File: config.mk
export PLATFORM = sky130hd
export DESIGN_NAME = flicky_video_timing
export DESIGN_NICKNAME = d
export VERILOG_FILES = /design/src/rtl/flicky_video_pkg.sv /design/src/rtl/flicky_sync_delay.sv /design/src/rtl/flicky_video_timing.sv
export SDC_FILE = /design/constraint.sdc
export NUM_CORES = 1
export LEC_CHECK = 0
export CAP_MARGIN = 25
export CORE_MARGIN = 1
export CORE_UTILIZATION = 28
export DETAILED_ROUTE_END_ITERATION = 10
export SLEW_MARGIN = 20
export SYNTH_ARGS = -nofsm -noshare
export SYNTH_HDL_FRONTEND = slang
export SYNTH_SLANG_ARGS = --single-unit
export TNS_END_PERCENT = 100
File: constraint.sdc
create_clock -name clk48M -period 2.05 [get_ports clk48M]
set_clock_uncertainty 0.15 [all_clocks]
set_input_delay 0.615 -clock clk48M [delete_from_list [all_inputs] [get_ports clk48M]]
set_output_delay 0.615 -clock clk48M [all_outputs]
set_load 0.01 [all_outputs]
File: src/rtl/flicky_video_pkg.sv
// Shared timing defaults, sync-flag/colour types and the POUT colour expansion
// used by the Flicky video output path.
package flicky_video_pkg;

  localparam int DEF_CLK_DIV    = 8;
  localparam int DEF_H_TOTAL    = 384;
  localparam int DEF_H_ACTIVE   = 256;
  localparam int DEF_HS_START   = 288;
  localparam int DEF_HS_END     = 320;
  localparam int DEF_V_TOTAL    = 264;
  localparam int DEF_V_ACTIVE   = 224;
  localparam int DEF_VS_START   = 240;
  localparam int DEF_VS_END     = 243;
  localparam int DEF_PIPE_DELAY = 2;

  // POUT packs {B[1:0],G[2:0],R[2:0]}
  localparam int POUT_R_LSB = 0;
  localparam int POUT_G_LSB = 3;
  localparam int POUT_B_LSB = 6;

  typedef struct packed {
    logic hb;
    logic vb;
    logic hs;
    logic vs;
  } syncFlags_t;

  typedef struct packed {
    logic [7:0] r;
    logic [7:0] g;
    logic [7:0] b;
  } rgb_t;

  localparam syncFlags_t FLAGS_IDLE = '{hb: 1'b1, vb: 1'b1, hs: 1'b0, vs: 1'b0};

  // Bit replication keeps full-scale codes at 8'hFF and zero at 8'h00.
  function automatic rgb_t expandPixel(input logic [7:0] pix);
    logic [2:0] r3;
    logic [2:0] g3;
    logic [1:0] b2;
    rgb_t       c;
    r3  = pix[POUT_R_LSB +: 3];
    g3  = pix[POUT_G_LSB +: 3];
    b2  = pix[POUT_B_LSB +: 2];
    c.r = {r3, r3, r3[2:1]};
    c.g = {g3, g3, g3[2:1]};
    c.b = {b2, b2, b2, b2};
    return c;
  endfunction

endpackage

File: src/rtl/flicky_sync_delay.sv
// Pixel-enable-gated shift register that lines the raw blank/sync flags up
// with the pixel the core returns STAGES pixel periods later.
module flicky_sync_delay
  import flicky_video_pkg::*;
#(
  parameter int STAGES = 2
) (
  input  logic       clk48M,
  input  logic       reset,
  input  logic       ce,
  input  syncFlags_t din,
  output syncFlags_t dout
);

  generate
    if (STAGES == 0) begin : gNoDelay
      logic unusedInputs;
      assign unusedInputs = clk48M ^ reset ^ ce;
      assign dout = din;
    end else begin : gDelay
      syncFlags_t stage [STAGES];

      always_ff @(posedge clk48M) begin
        if (reset) begin
          for (int i = 0; i < STAGES; i++) begin
            stage[i] <= FLAGS_IDLE;
          end
        end else if (ce) begin
          stage[0] <= din;
          for (int i = 1; i < STAGES; i++) begin
            stage[i] <= stage[i-1];
          end
        end
      end

      assign dout = stage[STAGES-1];
    end
  endgenerate

endmodule

File: src/rtl/flicky_video_timing.sv
// Raster timing for the Flicky core: pixel enable and PH/PV out, POUT back in,
// blank/sync-aligned 8:8:8 RGB towards the VGA encoder.
module flicky_video_timing
  import flicky_video_pkg::*;
#(
  parameter int CLK_DIV    = DEF_CLK_DIV,
  parameter int H_TOTAL    = DEF_H_TOTAL,
  parameter int H_ACTIVE   = DEF_H_ACTIVE,
  parameter int HS_START   = DEF_HS_START,
  parameter int HS_END     = DEF_HS_END,
  parameter int V_TOTAL    = DEF_V_TOTAL,
  parameter int V_ACTIVE   = DEF_V_ACTIVE,
  parameter int VS_START   = DEF_VS_START,
  parameter int VS_END     = DEF_VS_END,
  parameter int PIPE_DELAY = DEF_PIPE_DELAY
) (
  input  logic       clk48M,
  input  logic       reset,
  output logic [8:0] PH,
  output logic [8:0] PV,
  output logic       CE_PIX,
  input  logic [7:0] POUT,
  output logic [7:0] R,
  output logic [7:0] G,
  output logic [7:0] B,
  output logic       HBLANK,
  output logic       VBLANK,
  output logic       HS,
  output logic       VS
);

  localparam int DIV_W = (CLK_DIV > 1) ? $clog2(CLK_DIV) : 1;

  logic [DIV_W-1:0] div;
  syncFlags_t       rawFlags;
  syncFlags_t       delayedFlags;
  rgb_t             pixColour;

  assign CE_PIX = (div == DIV_W'(CLK_DIV - 1));

  always_ff @(posedge clk48M) begin
    if (reset) begin
      div <= '0;
    end else if (CE_PIX) begin
      div <= '0;
    end else begin
      div <= div + 1'b1;
    end
  end

  // Line and frame wrap both happen on the same pixel enable as the last pixel.
  always_ff @(posedge clk48M) begin
    if (reset) begin
      PH <= '0;
      PV <= '0;
    end else if (CE_PIX) begin
      if (PH == 9'(H_TOTAL - 1)) begin
        PH <= '0;
        PV <= (PV == 9'(V_TOTAL - 1)) ? '0 : PV + 9'd1;
      end else begin
        PH <= PH + 9'd1;
      end
    end
  end

  always_comb begin
    rawFlags    = FLAGS_IDLE;
    rawFlags.hb = (PH >= 9'(H_ACTIVE));
    rawFlags.vb = (PV >= 9'(V_ACTIVE));
    rawFlags.hs = (PH >= 9'(HS_START)) && (PH < 9'(HS_END));
    rawFlags.vs = (PV >= 9'(VS_START)) && (PV < 9'(VS_END));
  end

  flicky_sync_delay #(
    .STAGES(PIPE_DELAY)
  ) syncDelay (
    .clk48M(clk48M),
    .reset (reset),
    .ce    (CE_PIX),
    .din   (rawFlags),
    .dout  (delayedFlags)
  );

  assign pixColour = expandPixel(POUT);

  // POUT arriving now belongs to the coordinate whose flags leave the delay line now.
  always_ff @(posedge clk48M) begin
    if (reset) begin
      R      <= '0;
      G      <= '0;
      B      <= '0;
      HBLANK <= 1'b1;
      VBLANK <= 1'b1;
      HS     <= 1'b0;
      VS     <= 1'b0;
    end else if (CE_PIX) begin
      HBLANK <= delayedFlags.hb;
      VBLANK <= delayedFlags.vb;
      HS     <= delayedFlags.hs;
      VS     <= delayedFlags.vs;
      if (delayedFlags.hb || delayedFlags.vb) begin
        R <= '0;
        G <= '0;
        B <= '0;
      end else begin
        R <= pixColour.r;
        G <= pixColour.g;
        B <= pixColour.b;
      end
    end
  end

endmodule

==> flow_summary.json <==
{
  "critPathMaxStageDelay_ns": 0.55,
  "ant_nets": 0,
  "dp_cells": 320,
  "multi_input_area_um2": 796,
  "r2r_cells": 7,
  "status": "finished, final reports clean",
  "vdd_ir_drop_max_uv": 296,
  "tightest_slew_ns": 0.340,
  "routabilityCongestion": 0.798,
  "yosysUniqueCellTypes": 41,
  "grt_pass1_vias": 1390,
  "path_delay_family": "buffers and inverters",
  "antenna_found_initial": 0,
  "viasPerCell": 4.74,
  "min_delay_worst_endpoint": "div[0]",
  "final_common_cell": "clkdlybuf4s50_1",
  "hold_class": "register to register",
  "coreArea_mm2": 0.00639,
  "cts_buffers": 5,
  "cts-root-buf": "clkbuf_8",
  "syn-instance-count": 188,
  "synth_seq_cells": 41,
  "min-delay-start": "div[0]",
  "ios": 57,
  "path_cells": "clkdlybuf4s50_1",
  "finalCritPeriodShare_pct": 98.1,
  "worstPathMaxFanout": 7,
  "arrival_ns": 1.25,
  "fp.dieH_um": 83.7,
  "hold_viol_final": 0,
  "power.leakage_uw": 0.000982,
  "syn_nets": 204,
  "hpwl_um": 3150,
  "syn_avg_cell_area_um2": 9.94,
  "cp-start-kind": "register",
  "grt_max_degree": 14,
  "fmax_mhz": 497,
  "clk-insertion-delay-late_ns": 0.29,
  "min_path_cells": 1,
  "power-per-cell-area_mw_per_mm2": 536,
  "critPathLaunch": "PV[1]",
  "die_w_um": 83.7,
  "slew_viol_final": 0,
  "r2r_slack_ns": 0.10,
  "fin_crit_ns": 2.01,
  "layout.nets": 266,
  "routed_wl_um": 4310,
  "die-area_mm2": 0.00700,
  "rsz0062_at_grt": "no",
  "synth_edf_count": 8,
  "endpoint_kind": "primary output",
  "ys.flop_type": "dfxtp_1",
  "avgRoutedWirePerCell_um": 13.1,
  "fill_cells": 645,
  "track_usage_pct": 12.5,
  "clkSinkCount": 41,
  "port_buffers": 56,
  "rows": 29,
  "r2r-start": "div[0]",
  "holdWs_ns": 0.260,
  "first_pass_iters": 4,
  "netlist_area_mm2": 0.00187,
  "synth-async-reset-ratio_pct": 0,
  "criticalPathCategory": "register to primary output",
  "clk_pin_slew_ns": 0.08,
  "mostFrequentLayoutCells": "53 x clkdlybuf4s50_1, 20 x buf_4, 15 x dfxtp_1",
  "cts_max_level": 2,
  "setup_violations": 0,
  "vias": 1556,
  "yosysWarnings": 0,
  "required_ns": 1.28,
  "drive_gt1_share_pct": 22.7,
  "drt_iter0_drc": 74,
  "area_growth_pct": 43.7,
  "finish.cell_count_without_fillers": 328,
  "ys_seq_area_share_pct": 48.2,
  "regArea_um2": 933,
  "floorplan.initialDensity_pct": 29.3,
  "crit_slowest_cell": "clkdlybuf4s50_1",
  "r2r_end": "PV[7]",
  "antenna_cells": 0,
  "clockBufferDepth": 2,
  "grt_pass1_wl_um": 6920,
  "timing.slew.headroom_pct": 77.2,
  "cp_num_buf_inv": 1,
  "maxCapViolations": 0,
  "cts_tree": "done",
  "fin_setup_tns_ns": 0,
  "cts_setup_buffers": 0,
  "drc": 0,
  "overflow": 0
}
## power breakdown
part	switching (uW)	total [uW]	leakage, uW	internal, uW
clock network	285	559	0.0000445	274
registers	2.84	826	0.000345	823
logic	23.0	53.6	0.000593	30.6
## flip-flops by register name, indices dropped and copies added (netlist names), 2 cells and up
name,flops
G,3
PV,9
B,2
syncDelay.gDelay.stage,8
R,3
PH,9
div,3
## synthesized netlist by cell type, types with 4 or more instances
library cell,instances,area [um2]
o21ai_0,4,20.0
a22o_1,8,70.1
nand2b_1,4,25.0
nand2_1,11,41.3
nor2_1,8,30.0
xor2_1,5,43.8
clkbuf_1,4,15.0
and2_1,5,31.3
nand4_1,7,43.8
dfxtp_1,33,661
a21oi_1,9,45.0
inv_1,9,33.8
ha_1,6,75.1
edfxtp_1,8,240
buf_4,16,120
nand3_1,10,50.1
nor3_1,6,30.0
## cells by family (layout without fill, tap and decap cells)
group | after synthesis | after routing | synth area share [%]
buffers and inverters | 31 | 94 | 9.58
muxes | 2 | 2 | 1.07
DFF | 41 | 41 | 48.2
xor gates and xnor gates | 7 | 7 | 3.28
AOI/OAI and AO/OA | 30 | 30 | 11.5
adders and majority gates | 6 | 6 | 4.02
and+or+nand+nor | 71 | 71 | 22.4
## layer usage
layer	global-route usage, %	part of all wire [%]
met1	15.9	47
met2	19.9	47
met3	3.17	4.4
met4	5.55	1.4
met5	0	0
## final cells by class
class / count / share of cell area [%]
clock buffer: 7 / 3.22
clock inverter: 1 / 0.280
inverter: 9 / 1.26
multi-input combinational: 116 / 29.7
sequential: 41 / 34.8
tap: 77 / 3.59
timing repair buffer: 77 / 27.2
## what timing repair did
item,in CTS,in global routing
pin swaps,0,0
endpoints found under the setup margin,13,20
hold buffers,0,0
cloned,0,0
gates resized for setup,14,15
## stage by stage
step	utilization, %	worst slack, ns	area (um2)	total power (uW)
6_report	42.0	0.0383	2680	1440
5_1_grt	42.0	0.000486	2680	1500
4_1_cts	41.6	0.00883	2660	1460
3_5_place_dp	39.9	-0.0469	2550	904
3_3_place_gp	39.9	0.000814	2550	904
2_1_floorplan	-	0.128	1870	867
## how the worst max path moves through the flow
| stage | to | slack [ns] | depth (start not counted) |
|---|---|---|---|
| 5_1_grt | PV[8] | 0.0005 | 1 |
| 4_1_cts | B[0] | 0.009 | 1 |
| 2_1_floorplan | PV[7] | 0.13 | 6 |
| 6_report | PV[1] | 0.04 | 1 |
| 3_3_place_gp | syncDelay.gDelay.stage[0][0] | 0.0008 | 4 |
| 3_5_place_dp | syncDelay.gDelay.stage[0][0] | -0.05 | 4 |
Note: power is estimated with default switching activity, not from simulation.
